$ cat src/rtl/decoder_seq_gen.sv
// Select-code generator for decoder3_8: a 3-bit up/down code that advances on a
// programmable prescaler in RUN, or by single step in PAUSE. tick/wrap mark each advance.
module decoder_seq_gen #(
  parameter int unsigned       CNT_W   = 24,
  parameter logic [CNT_W-1:0]  CNT_MAX = 24'd9_999_999
) (
  input  logic sys_clk,
  input  logic sys_rst,
  input  logic start,
  input  logic stop,
  input  logic step,
  input  logic dir,
  output logic out1,
  output logic out2,
  output logic out3,
  output logic tick,
  output logic wrap,
  output logic busy
);

  typedef enum logic [1:0] {IDLE, RUN, PAUSE} state_t;

  state_t           state, state_nxt;
  logic [CNT_W-1:0] cnt, cnt_nxt;
  logic [2:0]       code, code_nxt, code_adv;
  logic             adv, wrap_adv;

  // Advance arithmetic; dir is only consumed when an advance actually happens.
  always_comb begin
    code_adv = dir ? code + 3'd1 : code - 3'd1;
    wrap_adv = dir ? (code == 3'd7) : (code == 3'd0);
  end

  always_ff @(posedge sys_clk or posedge sys_rst) begin
    if (sys_rst) state <= IDLE;
    else         state <= state_nxt;
  end

  // stop outranks start, which outranks step.
  always_comb begin
    state_nxt = state;
    case (state)
      IDLE:    if (start && !stop) state_nxt = RUN;
      RUN:     if (stop) state_nxt = PAUSE;
      PAUSE: begin
        if (stop)       state_nxt = IDLE;
        else if (start) state_nxt = RUN;
      end
      default: state_nxt = IDLE;
    endcase
  end

  always_comb begin
    cnt_nxt  = cnt;
    code_nxt = code;
    adv      = 1'b0;
    case (state)
      IDLE: begin
        cnt_nxt  = '0;
        code_nxt = '0;
      end
      RUN: begin
        if (!stop) begin
          if (cnt == CNT_MAX) begin
            cnt_nxt = '0;
            adv     = 1'b1;
          end else begin
            cnt_nxt = cnt + CNT_W'(1);
          end
        end
      end
      PAUSE: begin
        // cnt is kept on resume so RUN continues from where it was frozen.
        if (stop) begin
          cnt_nxt  = '0;
          code_nxt = '0;
        end else if (!start && step) begin
          adv = 1'b1;
        end
      end
      default: begin
        cnt_nxt  = '0;
        code_nxt = '0;
      end
    endcase
    if (adv) code_nxt = code_adv;
  end

  always_ff @(posedge sys_clk or posedge sys_rst) begin
    if (sys_rst) begin
      cnt  <= '0;
      code <= '0;
      tick <= 1'b0;
      wrap <= 1'b0;
      busy <= 1'b0;
    end else begin
      cnt  <= cnt_nxt;
      code <= code_nxt;
      tick <= adv;
      wrap <= adv && wrap_adv;
      busy <= (state_nxt == RUN);
    end
  end

  assign {out1, out2, out3} = code;

endmodule

$ cat config.mk
export PLATFORM = sky130hd
export DESIGN_NAME = decoder_seq_gen
export DESIGN_NICKNAME = d
export VERILOG_FILES = /design/src/rtl/decoder_seq_gen.sv
export SDC_FILE = /design/constraint.sdc
export NUM_CORES = 1
export LEC_CHECK = 0
export BUFFER_PORTS_ARGS = -buffer_cell sky130_fd_sc_hd__buf_4
export CAP_MARGIN = 20
export CORE_ASPECT_RATIO = 2
export CORE_MARGIN = 3
export CORE_UTILIZATION = 40
export CTS_BUF_LIST = sky130_fd_sc_hd__clkbuf_8 sky130_fd_sc_hd__clkbuf_16
export CTS_CLUSTER_SIZE = 28
export DETAILED_ROUTE_END_ITERATION = 12
export SYNTH_ARGS = -nofsm -noshare
export SYNTH_HDL_FRONTEND = slang
export SYNTH_SLANG_ARGS = --single-unit
$ cat constraint.sdc
create_clock -name sys_clk -period 4.85 [get_ports sys_clk]
set_input_delay 1.455 -clock sys_clk [delete_from_list [all_inputs] [get_ports sys_clk]]
set_output_delay 1.455 -clock sys_clk [all_outputs]
set_load 0.005 [all_outputs]
==> summary.txt <==
DR pass1 iterations: 4
cell accounting for the most synthesized area: dfrtp_1
Avg Inst Size Synth: 8.997 µm²
clock latency on the worst-skew pair: 0.29 ns
total of max-cap violations: 0
Startpoint Class: flip-flop
Resize count post-CTS: 0
vias in the first global route: 1,692
share of layout cells above drive strength 1: 15.25%
H-tree Lvls: 2
LEAKAGE: 0.8968 nW
post-synthesis sequential area ratio: 40.46%
Final WS setup: 2.189 ns
Slew headroom: 46.08%
final hold violations: 0
Syn. warnings: 0
wire per inst: 16.50 µm
die area: 5879 µm²
WS Path Type: reg -> reg
first-pass GRT wire length: 8.231 mm
max-slew violation count: 0
Worst VDD drop: 0.2642 mV
CP max FO: 17
setup bufs post-CTS: 0
prevailing post-synth register cell: dfrtp_1
status: completed
final worst-path cycle share: 54.86%
die width: 55.74 µm
leading cell type in the layout, fill and taps excluded: dfrtp_1
number of setup violations in the final report: 0
Synth cell types: 51
Synth async-reset ratio: 100.0%
crit end category: flip-flop
setup TNS: 0 ns
IO buf count: 11
Worst-path clk slew: 0.07 ns
GP Congestion: 0.7865
final wirelength: 4.802 mm
starting DRC count in detailed routing: 34
CTS tree: done
hpwl dp: 3.440 mm
Num CTS Buffers: 5
synthesis-to-layout area growth: 11.88%
Max Buffers Root-to-Sink: 2
clock sink count: 32
PwrDens: 359.4 nW/µm²
cts hold-fix bufs: 0
EDFF count, synth: 0
WP data required: 5.04 ns
FP Rows: 35
initial antenna violation count: 0
antenna-violating nets left: 0
measured slew at the worst slew-check pin: 0.8088 ns
core area: 4686 µm²
GRT overflow: 0
Fin Clk Skew: 0.004316 ns
Synth Instances: 220
Cells on Worst Hold Path: 2
worst min path class: reg -> reg
pin count of the biggest net entering global routing: 34
worst endpoint data arrival time: 2.85 ns
DR vias/cell: 5.869
RSZ-0062 raised after global routing: false
Mapped Area: 1979 µm²
height of the die: 105.5 µm
max frequency: 375.9 MHz
aggregate global-route resource usage: 17.95%
top-area cell type share of the netlist area: 40.46%
min Tclk post-route: 2.661 ns
syn nets: 232
Final nets: 247
# diodes: 0
CTS Root Buffer Type: clkbuf_8
register bit total from synthesis: 32
dominant cells by area after synthesis: dfrtp_1 (40%), nand2_1 (5.7%), nand3_1 (4.0%)
Initial Utilization: 42.24%
drt drc: 0
Reg2Reg Depth: 6
I/O pin cnt: 12
most frequent cells in the layout: dfrtp_1 (32), nand2_1 (30), nand3_1 (16)
post-placement setup slack: 2.071 ns
Vias: 1,708
[flip-flops by register name (all words and copies together), names as in the netlist]
| signal | cells |
|---|---|
| cnt | 24 |
| tick | 1 |
| code | 3 |
| busy | 1 |
| wrap | 1 |
| state | 2 |
[path summary, 6_finish.rpt]
check / end / start / slack (ns)
max: cnt[21] / state[1] / 2.19
min in group asynchronous: cnt[10] / sys_rst / 1.25
max reg2reg: cnt[21] / state[1] / 2.19
min: cnt[1] / cnt[1] / 0.55
min reg2reg: cnt[1] / cnt[1] / 0.55
max in group asynchronous: cnt[16] / sys_rst / 3.30
[synth_stat cells (all sizes together) (2+ instances only)]
cell type	n
dfrtp	32
nand2	30
nand3	17
inv	15
o21ai	15
a21oi	13
nor3	8
or4	8
nand4	7
nor2	7
nor4	6
ha	5
o311ai	5
a21o	4
and3	4
mux2i	4
or4b	4
buf	3
clkbuf	3
o22ai	3
a22o	2
a31oi	2
and2	2
nand2b	2
nand3b	2
nand4b	2
or3	2
[area by class of cell]
type,count,area [µm²]
clock buffer,6,82.58
sequential,32,800.8
timing repair buffer,14,105.1
fill,464,2471
tap,55,68.82
multi-input combinational,167,1091
clock inverter,2,10.01
inverter,15,56.30
[per-stage QoR]
step                      instances  area (µm²)  utilization [%]  hold WS [ns]  total power [mW]
after floorplan                 220        1979                -        0.4951            0.5068
after global placement          283        2122            45.29        0.5305            0.5805
final                           291        2215            47.26        0.5451            0.7960
after CTS                       291        2215            47.26        0.5475            0.8027
after detailed placement        283        2122            45.29        0.5372            0.5831
after global routing            291        2215            47.26        0.5754            0.8509
[logic make-up after synthesis]
kind of cell / synth area share [%]
flip-flops: 40.46
AND/OR/NAND/NOR: 31.10
XOR/XNOR: 0.4426
adder cells (fa/ha/maj): 4.172
buffers and inverters: 4.614
multiplexers: 2.592
AO/OA/AOI/OAI: 16.63
[where the power goes]
group          internal, mW  switching, mW
sequential            0.285         0.0198
clock                 0.113          0.104
combinational        0.0889          0.186
[worst max-delay path, stage by stage (launching register included)]
cell and delay, ns:
dfrtp_1 0.45, inv_1 0.12, ha_1 0.28, inv_1 0.21, a21oi_2 0.64, nand2_1 0.46
o311ai_1 0.39
[metal layers]
metal	GRT usage (%)	up-vias	wire length, µm
met2	31.36	41	2502
met4	11.30	0	227
met5	0	-	0
met1	19.77	801	1939
met3	2.696	17	133
li1	-	849	-
No activity file was read; power rests on OpenSTA's default activity.
